--- src/rtl/gen_gamma_stream_coder.sv ---
// gen_gamma_stream_coder
// Streaming gamma coder: each word of a frame is mixed with a key taken from a
// seeded Galois LFSR. Encode adds the key (carry kept in the extra MSB), decode
// subtracts it and flags a borrow. Valid/ready handshakes on both sides, one
// word per cycle when downstream keeps up.
// Optional feature: define GEN_GAMMA_KEY_OUT_EN to add the out_key debug port,
// which shows the key used for the word currently on out_data.

module gen_gamma_stream_coder #(
    parameter int                DATA_W = 8,
    parameter int                LEN_W  = 8,
    parameter logic [DATA_W-1:0] POLY   = 8'hB8
) (
    input  logic              clk,
    input  logic              rst_n,
    input  logic              start,
    input  logic              abort,
    input  logic              mode,
    input  logic [DATA_W-1:0] seed,
    input  logic [LEN_W-1:0]  frame_len,
    input  logic              in_valid,
    output logic              in_ready,
    input  logic [DATA_W:0]   in_data,
    output logic              out_valid,
    input  logic              out_ready,
    output logic [DATA_W:0]   out_data,
    output logic              out_err,
    output logic              busy,
    output logic              done
`ifdef GEN_GAMMA_KEY_OUT_EN
    ,
    output logic [DATA_W-1:0] out_key
`endif
);

    typedef enum logic [1:0] {
        IDLE  = 2'd0,
        RUN   = 2'd1,
        DRAIN = 2'd2
    } state_t;

    localparam logic [DATA_W-1:0] LFSR_ONE = {{(DATA_W-1){1'b0}}, 1'b1};
    localparam logic [LEN_W-1:0]  CNT_ONE  = {{(LEN_W-1){1'b0}}, 1'b1};

    state_t             state;
    logic               mode_q;
    logic [LEN_W-1:0]   frame_len_q;
    logic [LEN_W-1:0]   count;
    logic [DATA_W-1:0]  lfsr;

    logic               accept;
    logic               last_word;
    logic [DATA_W-1:0]  lfsr_next;
    logic [DATA_W:0]    sum;
    logic [DATA_W:0]    diff;

    // A new word may enter whenever the output register is empty or is being
    // drained this cycle, which gives full throughput under back-to-back traffic.
    assign in_ready  = (state == RUN) && (!out_valid || out_ready);
    assign busy      = (state != IDLE);
    assign accept    = in_valid && in_ready;

    // frame_len of zero wraps to all-ones here, so a zero length means 2**LEN_W words.
    assign last_word = (count == (frame_len_q - CNT_ONE));

    // Galois LFSR step and the two mixing datapaths, computed from the current key.
    assign lfsr_next = lfsr[0] ? ((lfsr >> 1) ^ POLY) : (lfsr >> 1);
    assign sum       = {1'b0, in_data[DATA_W-1:0]} + {1'b0, lfsr};
    assign diff      = in_data - {1'b0, lfsr};

    // Frame control FSM with registered output word, error flag and done pulse.
    always_ff @(posedge clk) begin
        if (!rst_n) begin
            // NOTE: all state is assigned with <= so every register samples
            // pre-edge values; mixing in = here would create ordering races.
            state       <= IDLE;
            mode_q      <= 1'b0;
            frame_len_q <= '0;
            count       <= '0;
            lfsr        <= LFSR_ONE;
            out_valid   <= 1'b0;
            out_data    <= '0;
            out_err     <= 1'b0;
            done        <= 1'b0;
`ifdef GEN_GAMMA_KEY_OUT_EN
            out_key     <= '0;
`endif
        end else begin
            done <= 1'b0;
            case (state)
                IDLE: begin
                    // abort in IDLE suppresses a simultaneous start
                    if (start && !abort) begin
                        mode_q      <= mode;
                        frame_len_q <= frame_len;
                        lfsr        <= (seed == '0) ? LFSR_ONE : seed;
                        count       <= '0;
                        state       <= RUN;
                    end
                end
                RUN, DRAIN: begin
                    if (abort) begin
                        state     <= IDLE;
                        out_valid <= 1'b0;
                        count     <= '0;
                    end else begin
                        if (out_valid && out_ready) begin
                            out_valid <= 1'b0;
                        end
                        // accept overrides the drain above: the slot is refilled
                        if (accept) begin
                            out_valid <= 1'b1;
                            out_data  <= mode_q ? {1'b0, diff[DATA_W-1:0]} : sum;
                            out_err   <= mode_q & diff[DATA_W];
`ifdef GEN_GAMMA_KEY_OUT_EN
                            out_key   <= lfsr;
`endif
                            lfsr      <= lfsr_next;
                            count     <= count + CNT_ONE;
                            if (last_word) begin
                                state <= DRAIN;
                            end
                        end
                        if ((state == DRAIN) && (!out_valid || out_ready)) begin
                            state     <= IDLE;
                            out_valid <= 1'b0;
                            done      <= 1'b1;
                        end
                    end
                end
                default: state <= IDLE;
            endcase
        end
    end

endmodule

--- config.mk ---
export PLATFORM = sky130hd
export DESIGN_NAME = gen_gamma_stream_coder
export DESIGN_NICKNAME = d
export VERILOG_FILES = /design/src/rtl/gen_gamma_stream_coder.sv
export SDC_FILE = /design/constraint.sdc
export NUM_CORES = 1
export LEC_CHECK = 0
export BUFFER_PORTS_ARGS = -buffer_cell sky130_fd_sc_hd__buf_2
export CAP_MARGIN = 0
export CORE_MARGIN = 10
export CORE_UTILIZATION = 45
export DETAILED_ROUTE_END_ITERATION = 10
export PLACE_DENSITY_LB_ADDON = 0.1
export SLEW_MARGIN = 20
export SYNTH_ARGS = -nofsm -noshare
export SYNTH_HDL_FRONTEND = slang
export SYNTH_SLANG_ARGS = --single-unit
--- constraint.sdc ---
create_clock -name clk -period 3.6 [get_ports clk]
set_input_delay 0 -clock clk [delete_from_list [all_inputs] [get_ports clk]]
set_output_delay 0 -clock clk [all_outputs]
set_load 0.02 [all_outputs]
==> impl_results.md <==
* Critical path origin: state[0]$_SDFFE_PN0P_
* Critical Path RT at 3.83 ns
* GRT overflow at 0
* Initial core utilization at 46.8%
* Sequential share of power at 45.4%
* Slew headroom at about half
* Die width at 98.9 um
* Pre-CTS worst setup slack at 0.922 ns
* Worst EP arrival at just under 3 ns
* Critical R2R Launch: state[0]$_SDFFE_PN0P_
* TNS Setup at 0 ns
* Fmax at 371 MHz
* Final Core Density at 54.2%
* Vias in the first global route at 2,422
* Share of the synthesized area in the top cell type at 27.9%
* Crit end category: flop
* Sw Ratio at a little under a third
* TritonCTS clock tree: yes
* Fill cells at 582
* Distinct cells, synth at 58
* Slowest-stage cell, CP: ha_1
* Total Routed Length at ~7100 um
* # clock sinks at 39
* CP max FO at 16
* Skew-Pair Late Insertion Delay at slightly below 0.3 ns
* Vias at 2,611
* H-tree Lvls at 2
* Worst path buffer plus inverter count at 3
* Overall Global Routing Usage at roughly 14%
* RePlAce Congestion at 0.800
* Met1 GRT Util at 21.4%
* Routed Antenna Nets at 0
* Hold Path Class: in2reg
* Met3 global-route usage at approximately 3.7%
* P per Cell Area at 319 nW/um2
* Worst Skew at between 0.007 and 0.008 ns
* Busiest layer in global routing: met1
* Family with the most delay on the worst path: simple AND/OR/NAND/NOR gates
* Psw at about 0.33 mW
* DR WL/cell at 15.0 um
* R2r setup slk at roughly 0.90 ns
* Top-count cell post-synth: dfxtp_1
* Iter 0 DRT Violations at 160
* Die area at around 9800 um2
* Top post-synthesis cells by count: dfxtp_1 (39), nand2_1 (37), ha_1 (22)
* Crit path largest cell delay at 0.63 ns
* Logic pwr share at about a quarter
* Internal Pwr Total at 0.706 mW
* Top FF cell, synth: dfxtp_1
* Cell mode on critical path: o21ai_1
* Unrepaired setup endpoints after global routing: no
* I/O pin count at 46
* Hold Crit Depth at 3
* Mapped Area at roughly 2800 um2
* Syn_nets at 407
* FF-to-FF End: out_data[8]$_SDFFE_PN0P_
* Outcome: complete, no violations
* Worst reg-to-reg path cell count at 9
* Ant. Diodes at 0
* Final Slew Violations at 0
* Flops & latches, synth at 39
* Worst-path clk slew at 0.08 ns
* Ranking of synthesized cells by area: dfxtp_1 (28%), ha_1 (9.8%), nand2_1 (5.0%), xnor2_1 (3.4%), a21oi_1 (3.4%)
* Leading area contributor after synthesis: dfxtp_1
* Hold endpoint: out_err$_SDFFE_PN0P_
* Row Count at 28
* WS Path Type: reg2reg
* Sequential area share after synthesis at 27.9%
* Initial antenna violation count at 0
* Die height at 98.9 um
* First-pass GRT wire length at 12,000 um
* Grt met2 use at 19.8%
* Min Tclk post-route at around 2.7 ns
* Worst Hold Launch: in_data[8]
* Max-cap viol count at 0
* Number of synthesized flops with an enable pin at 0
* # DRC at 0
* Clock share of power at about 28%
* Fin nets at 453
* Drt pass-1 iters at 4
* Clock Tree Buf Depth at 2
* Setup WS post-layout at 0.904 ns
* Worst-path cell chain: inv_1 -> ha_1 -> inv_2 -> nor2_2 -> and4_1 -> buf_4 -> o21ai_1 -> or4_1 -> o21ai_1
* Largest net degree at the start of global routing at 45
* VDD IR max at 208 uV
* Core Area at 5990 um2
* Syn-to-layout area delta at 15.8%
* Leak pwr at 1.37 nW
* Port Buf Inserts at 45
* Async set-reset flop share out of synthesis at 0%
* YS warnings at 0
* Share of post-route cells with drive strength above 1 at 15.8%
* Type of origin of the critical path: flop
* Syn_area_per_cell at 7.98 um2
* DP HPWL at 5330 um
* CTS root buf: clkbuf_8
* Final Setup Violations at 0
* Via density at around 5.5
* Gate Count Post-Synth at 351
* Final Hold Fails at 0
* Final period util at roughly three quarters
* Worst-Margin Slew at around 0.74 ns
* TritonCTS Buffers at 5
-- per-layer routing --
metal	up-vias	share of wire [%]
met5	-	0
met4	0	0.64
met3	4	5.5
met2	71	39
met1	1188	54
li1	1348	-
-- layout make-up --
| cell class | count | area [um2] | area share, % |
|---|---|---|---|
| Multi-Input combinational cell | 272 | 1870 | 57.6 |
| Clock inverter | 1 | 5.00 | 0.154 |
| Inverter | 22 | 82.6 | 2.54 |
| Clock buffer | 7 | 76.3 | 2.35 |
| Tap cell | 75 | 93.8 | 2.89 |
| Sequential cell | 39 | 781 | 24.0 |
| Timing Repair Buffer | 57 | 338 | 10.4 |
-- placed cells by master (no fill, tap or decap), types with 8 or more instances in the layout --
master	Yosys	routed
nor2b_1	8	8
dlygate4sd3_1	0	9
a21boi_1	8	8
nand3_1	18	18
o21ai_1	11	11
xnor2_1	11	11
mux2i_1	9	9
nand2_1	37	37
nor2_1	16	16
nor3_1	9	9
buf_2	1	45
inv_1	21	21
o21ai_0	9	9
a21oi_1	19	19
ha_1	22	22
o21a_1	8	8
a21boi_0	9	9
dfxtp_1	39	39
-- power by group through the flow --
stage	Combinational, mW	Sequential, mW	Clock, mW
after floorplan	0.202	0.470	0
after global placement	0.263	0.480	0
after detailed placement	0.264	0.481	0
after CTS	0.273	0.470	0.305
after global routing	0.307	0.474	0.326
final	0.274	0.471	0.293
-- worst max-delay path by stage --
stage / slack [ns] / end / cells after the start
2_1_floorplan: 1.57 / out_data[8]$_SDFFE_PN0P_ / 8
3_3_place_gp: 1.00 / out_data[8]$_SDFFE_PN0P_ / 9
3_5_place_dp: 0.92 / out_data[8]$_SDFFE_PN0P_ / 9
4_1_cts: 0.91 / out_data[8]$_SDFFE_PN0P_ / 9
5_1_grt: 0.66 / out_data[8]$_SDFFE_PN0P_ / 9
6_report: 0.90 / out_data[8]$_SDFFE_PN0P_ / 9
-- repair_timing --
action	in CTS	in global routing
hold endpoints to repair	9	0
hold buffers	9	0
gates resized for setup	0	0
setup endpoints to repair	0	0
buffers inserted	0	0
-- registers in the layout (all words and copies together) (netlist names) --
| name | cells |
|---|---|
| count | 8 |
| done | 1 |
| frame_len_q | 8 |
| lfsr | 8 |
| mode_q | 1 |
| out_data | 9 |
| out_err | 1 |
| out_valid | 1 |
| state | 2 |
-- worst reg2reg max path, cell delays in order, from the launching register on --
cell and delay (ns):
dfxtp_1 0.39, inv_1 0.09, ha_1 0.63, inv_2 0.12, nor2_2 0.32, and4_1 0.23, buf_4 0.19, o21ai_1 0.10
or4_1 0.43, o21ai_1 0.13
-- stage by stage --
| stage | instances | total power [mW] | area [um2] | hold WS [ns] |
|---|---|---|---|---|
| after CTS | 473 | 1.05 | 3250 | 0.0192 |
| after detailed placement | 456 | 0.744 | 3080 | 0.271 |
| after global routing | 473 | 1.11 | 3250 | 0.0538 |
| after floorplan | 351 | 0.672 | 2800 | 0.156 |
| after global placement | 456 | 0.743 | 3080 | 0.264 |
| final | 473 | 1.04 | 3250 | 0.0383 |
-- cells by family after synthesis --
family	after synthesis	synth area share, %
adders and majority gates	24	11.2
muxes	9	3.21
AOI/OAI and AO/OA	105	26.2
xor gates and xnor gates	15	4.69
and+or+nand+nor	119	21.4
DFF	39	27.9
buffers and inverters	40	5.40
Note: power is estimated with default switching activity, not from simulation.
